`src/rtl/serial_sub_pkg.sv`:
```
// Shared types for the bit-serial subtractor: FSM states, default width and
// the half-subtractor primitive used to build the full-subtractor bit cell.
package serial_sub_pkg;

    localparam int SERIAL_SUB_WIDTH = 8;

    typedef enum logic [1:0] {
        IDLE = 2'd0,
        RUN  = 2'd1,
        DONE = 2'd2
    } state_t;

    typedef struct packed {
        logic d;
        logic bout;
    } hsub_t;

    function automatic hsub_t half_sub(input logic x, input logic y);
        hsub_t r;
        r.d    = x ^ y;
        r.bout = ~x & y;
        return r;
    endfunction

endpackage

```
`src/rtl/full_subtractor.sv`:
```
// Combinational full-subtractor bit cell: two cascaded half-subtractors whose
// borrows are OR'ed (d = a ^ b ^ bin, bout = ~a&b | ~(a^b)&bin).
module full_subtractor
    import serial_sub_pkg::*;
(
    input  logic a,
    input  logic b,
    input  logic bin,
    output logic d,
    output logic bout
);

    hsub_t w_s1;
    hsub_t w_s2;

    assign w_s1 = half_sub(a, b);
    assign w_s2 = half_sub(w_s1.d, bin);
    assign d    = w_s2.d;
    assign bout = w_s1.bout | w_s2.bout;

endmodule

```
`src/rtl/serial_subtractor.sv`:
```
// LSB-first bit-serial subtractor (a - b), one bit per clock, start/done handshake.
// Define SERIAL_SUB_OVF_EN to add the registered signed-overflow output ovf.
module serial_subtractor
    import serial_sub_pkg::*;
#(
    parameter int WIDTH = SERIAL_SUB_WIDTH
) (
    input  logic             clk,
    input  logic             rst_n,
    input  logic             start,
    input  logic [WIDTH-1:0] a,
    input  logic [WIDTH-1:0] b,
    output logic             busy,
    output logic             done,
    output logic [WIDTH-1:0] diff,
    output logic             borrow
`ifdef SERIAL_SUB_OVF_EN
    ,
    output logic             ovf
`endif
);

    localparam int CNT_W = (WIDTH > 1) ? $clog2(WIDTH) : 1;
    localparam logic [CNT_W-1:0] LAST_BIT = CNT_W'(WIDTH - 1);

    state_t           r_state;
    state_t           w_next;
    logic [WIDTH-1:0] r_a;
    logic [WIDTH-1:0] r_b;
    logic [WIDTH-2:0] r_work;
    logic             r_bin;
    logic [CNT_W-1:0] r_cnt;

    logic             w_d;
    logic             w_bout;
    logic             w_last;
    logic [WIDTH-1:0] w_work_next;

    full_subtractor u_cell (
        .a    (r_a[0]),
        .b    (r_b[0]),
        .bin  (r_bin),
        .d    (w_d),
        .bout (w_bout)
    );

    assign w_last      = (r_cnt == LAST_BIT);
    // New bit enters at the MSB; bit 0 of this vector only matters on the final step.
    assign w_work_next = {w_d, r_work};

    always_ff @(posedge clk or negedge rst_n) begin
        if (!rst_n) begin
            r_state <= IDLE;
        end else begin
            r_state <= w_next;
        end
    end

    always_comb begin
        w_next = r_state;
        unique case (r_state)
            IDLE:    if (start) w_next = RUN;
            RUN:     if (w_last) w_next = DONE;
            DONE:    w_next = IDLE;
            default: w_next = IDLE;
        endcase
    end

    always_comb begin
        busy = (r_state != IDLE);
        done = (r_state == DONE);
    end

    always_ff @(posedge clk or negedge rst_n) begin
        if (!rst_n) begin
            r_a    <= '0;
            r_b    <= '0;
            r_work <= '0;
            r_bin  <= 1'b0;
            r_cnt  <= '0;
            diff   <= '0;
            borrow <= 1'b0;
`ifdef SERIAL_SUB_OVF_EN
            ovf    <= 1'b0;
`endif
        end else begin
            unique case (r_state)
                IDLE: begin
                    if (start) begin
                        r_a   <= a;
                        r_b   <= b;
                        r_bin <= 1'b0;
                        r_cnt <= '0;
                    end
                end
                RUN: begin
                    r_a    <= {1'b0, r_a[WIDTH-1:1]};
                    r_b    <= {1'b0, r_b[WIDTH-1:1]};
                    r_bin  <= w_bout;
                    r_cnt  <= r_cnt + CNT_W'(1);
                    r_work <= w_work_next[WIDTH-1:1];
                    if (w_last) begin
                        diff   <= w_work_next;
                        borrow <= w_bout;
`ifdef SERIAL_SUB_OVF_EN
                        // On the last step r_a[0]/r_b[0] hold the original sign bits.
                        ovf    <= (r_a[0] != r_b[0]) && (w_d != r_a[0]);
`endif
                    end
                end
                default: ;
            endcase
        end
    end

endmodule

```
`config.mk`:
```
export PLATFORM = sky130hd
export DESIGN_NAME = serial_subtractor
export DESIGN_NICKNAME = d
export VERILOG_FILES = /design/src/rtl/serial_sub_pkg.sv /design/src/rtl/full_subtractor.sv /design/src/rtl/serial_subtractor.sv
export SDC_FILE = /design/constraint.sdc
export NUM_CORES = 1
export LEC_CHECK = 0
export ABC_CLOCK_PERIOD_IN_PS = 2200
export CELL_PAD_IN_SITES_DETAIL_PLACEMENT = 1
export CELL_PAD_IN_SITES_GLOBAL_PLACEMENT = 1
export CORE_UTILIZATION = 41
export DETAILED_ROUTE_END_ITERATION = 10
export PLACE_DENSITY_LB_ADDON = 0.05
export SETUP_SLACK_MARGIN = 0.3
export SLEW_MARGIN = 20
export SYNTH_ARGS = -nofsm -noshare
export SYNTH_HDL_FRONTEND = slang
export SYNTH_SLANG_ARGS = --single-unit
```
`constraint.sdc`:
```
create_clock -name clk -period 2.2 [get_ports clk]
set_clock_uncertainty 0.2 [all_clocks]
set_input_delay 0.44 -clock clk [delete_from_list [all_inputs] [get_ports clk]]
set_output_delay 0.44 -clock clk [all_outputs]
set_load 0.01 [all_outputs]
```
==> metrics.md <==
| Metric | Value |
|---|---|
| FF+latch area | 953.4 um2 |
| Tmin final | 1837 ps |
| Placed insts | 211 |
| Utilization after layout | 57.52% |
| Initial antenna violation count | 0 |
| Clock latency on the worst-skew pair | 290 ps |
| DR WL/cell | 17.52 um |
| Die H | 65.40 um |
| CTS H-Tree Depth | 2 |
| Layout cell share with drive strength beyond 1 | 20.57% |
| Std-Cell Rows | 22 |
| Rel. slew slack | 64.45% |
| Setup_tns | 0 ps |
| Crit path capture type | primary output |
| Pwr/cell area | 1498 nW/um2 |
| Critical Path Fanout Max | 3 |
| Tcrit/Tclk final | 83.48% |
| Post-synthesis cell count | 137 |
| Multi-input logic area | 600.6 um2 |
| RSZ-0062 raised after global routing | no |
| Post-Syn Area | 1648 um2 |
| Final Hold Fails | 0 |
| Synth Warn # | 0 |
| First-pass GRT wire length | 6644 um |
| GRT Util Overall | 21.13% |
| DRT iter0 DRCs | 36 |
| Core box area | 3744 um2 |
| Total wire length | 3906 um |
| Number of synthesized flops with an enable pin | 0 |
| GP Congestion | 0.7175 |
| Area growth syn-to-layout | 30.68% |
| DR vias/cell | 5.448 |
| R2R Path Start | r_cnt[0]$_DFFE_PN0P_ |
| Max VDD drop | 0.0005776 V |
| Total global routing overflow | 0 |
| Final ANT Viol Nets | 0 |
| Sequential-to-total area share from yosys stat | 57.71% |
| # IOs | 30 |
| Post-Syn Nets | 159 |
| Hold-fix buffers, CTS | 0 |
| Data required, critical path | 1560 ps |
| IO buf count | 29 |
| Commonest non-fill, non-tap cell in the layout | dfrtp_1 |
| Synth cell types | 21 |
| R2r setup slk | 370 ps |
| CTS max path bufs | 2 |
| Worst path arrival time | 1200 ps |
| Die width | 65.40 um |
| Hold crit path type | register to register |
| Ys async rst share | 100.0% |
| RR Endpoint | diff[0]$_DFFE_PN0P_ |
| DRC Markers | 0 |
| DRT Pass-1 Iters | 4 |
| Status | finished clean |
| Nets | 196 |
| Worst Path Class, Setup | register to primary output |
| Final Cell Area | 2153 um2 |
| Hold EP | r_bin$_DFFE_PN0P_ |
| MaxCap Viol Count | 0 |
| Fill cells | 411 |
| Setup Viol. Count Final | 0 |
| R2R cell count | 5 |
| Antenna cell count | 0 |
| Worst Max-Slew Pin Slew | 533.2 ps |
| Post-DP HPWL | 2424 um |
| Setup crit start kind | register |
| CTS tree | built |
| CTS Buf Count | 5 |
| Hold_sp | r_bin$_DFFE_PN0P_ |
| Max Fclk | 544.5 MHz |
| Worst-path clk slew | 80 ps |
| DP Area | 1973 um2 |
| Initial core utilization | 44.02% |
| P_leak | 0.9333 nW |
| Avg Cell Area, Syn | 12.03 um2 |
| Die Footprint | 4277 um2 |
| Sink Count | 38 |
| Largest net degree at the start of global routing | 39 |
| Yosys reg bits | 38 |
| Commonest cells after routing, fill and taps aside | 36 x dfrtp_1, 28 x o22ai_1, 27 x clkdlybuf4s50_1 |
| Via count | 1215 |
| Vias in the first global route | 1277 |
| Number of non-filler instances in the completed layout | 223 |
| Prevailing post-synth register cell | dfrtp_1 |
| Pins over their slew limit | 0 |
| Cells on Worst Hold Path | 2 |
| Root buf cell | clkbuf_8 |
[final cells by class]
class / instances / share of cell area, %
Sequential cell: 38 / 44.28
Multi-Input combinational cell: 84 / 27.89
Timing Repair Buffer: 40 / 17.78
Clock buffer: 5 / 3.196
Clock inverter: 3 / 3.196
Tap cell: 48 / 2.789
Inverter: 5 / 0.8716
[report_power, final]
| part | internal [W] | switching (W) |
|---|---|---|
| Sequential | 0.00104 | 0.000242 |
| Clock | 0.000454 | 0.000265 |
| Combinational | 0.000685 | 0.000542 |
| Total | 0.00218 | 0.00105 |
[metal layers]
layer,vias up,wire (um),track usage [%]
met2,24,2001,34.28
met3,4,101,3.646
met1,609,1743,27.78
met5,-,0,0
met4,0,59,8.967
li1,578,-,-
[worst max-delay path by stage]
stage | from | end | slack, ps | depth (start not counted)
5_1_grt | diff[6]$_DFFE_PN0P_ | diff[6] | 310 | 1
4_1_cts | diff[0]$_DFFE_PN0P_ | diff[0] | 350 | 1
6_report | r_state[1]$_DFFE_PN0P_ | busy | 360 | 3
3_5_place_dp | start | r_a[5]$_DFFE_PN0P_ | 210 | 4
3_3_place_gp | r_cnt[0]$_DFFE_PN0P_ | diff[6]$_DFFE_PN0P_ | 290 | 4
2_1_floorplan | r_cnt[0]$_DFFE_PN0P_ | diff[0]$_DFFE_PN0P_ | 550 | 5
[flip-flops by register name, summed over array words and instances, names as in the netlist]
signal   flops
diff         8
r_a          8
r_b          8
r_work       7
r_cnt        3
r_state      2
borrow       1
r_bin        1
[logic make-up after synthesis]
| logic type | synth area share [%] |
|---|---|
| AOI/OAI and AO/OA | 18.83 |
| DFF | 57.71 |
| buffers and inverters | 5.846 |
| muxes | 11.16 |
| and+or+nand+nor | 3.721 |
| adders and majority gates | 2.733 |
[synthesized netlist by cell type, drive strengths merged, types with 2 or more instances]
library cell	count	share of area (%)
dfrtp	38	58
o22ai	28	11
a21oi	15	4.6
mux2	15	11
buf	9	4.5
o21ai	7	2.1
nand2	6	1.4
inv	5	1.1
nor2	3	0.68
a22o	2	1.1
ha	2	1.5
nand2b	2	0.76
[metrics by stage]
step | worst slack (ps) | total power, W | hold WS [ps]
after global placement | 291.9 | 0.002369 | 271.7
after global routing | 309.4 | 0.003449 | 328.5
after detailed placement | 211.2 | 0.002462 | 277.7
after CTS | 350.0 | 0.003227 | 296.2
after floorplan | 546.8 | 0.002059 | -55.59
final | 363.3 | 0.003225 | 294.9
[critical path, stage by stage (launching register included)]
cell           delay, ps
dfrtp_2              430
inv_1                100
nand2_1               90
dlygate4sd2_1        290
[repair_timing]
item	CTS	global route
endpoints found under the setup margin	11	0
resized for setup	4	0
setup buffers	4	0
(Power assumes the default switching activity.)
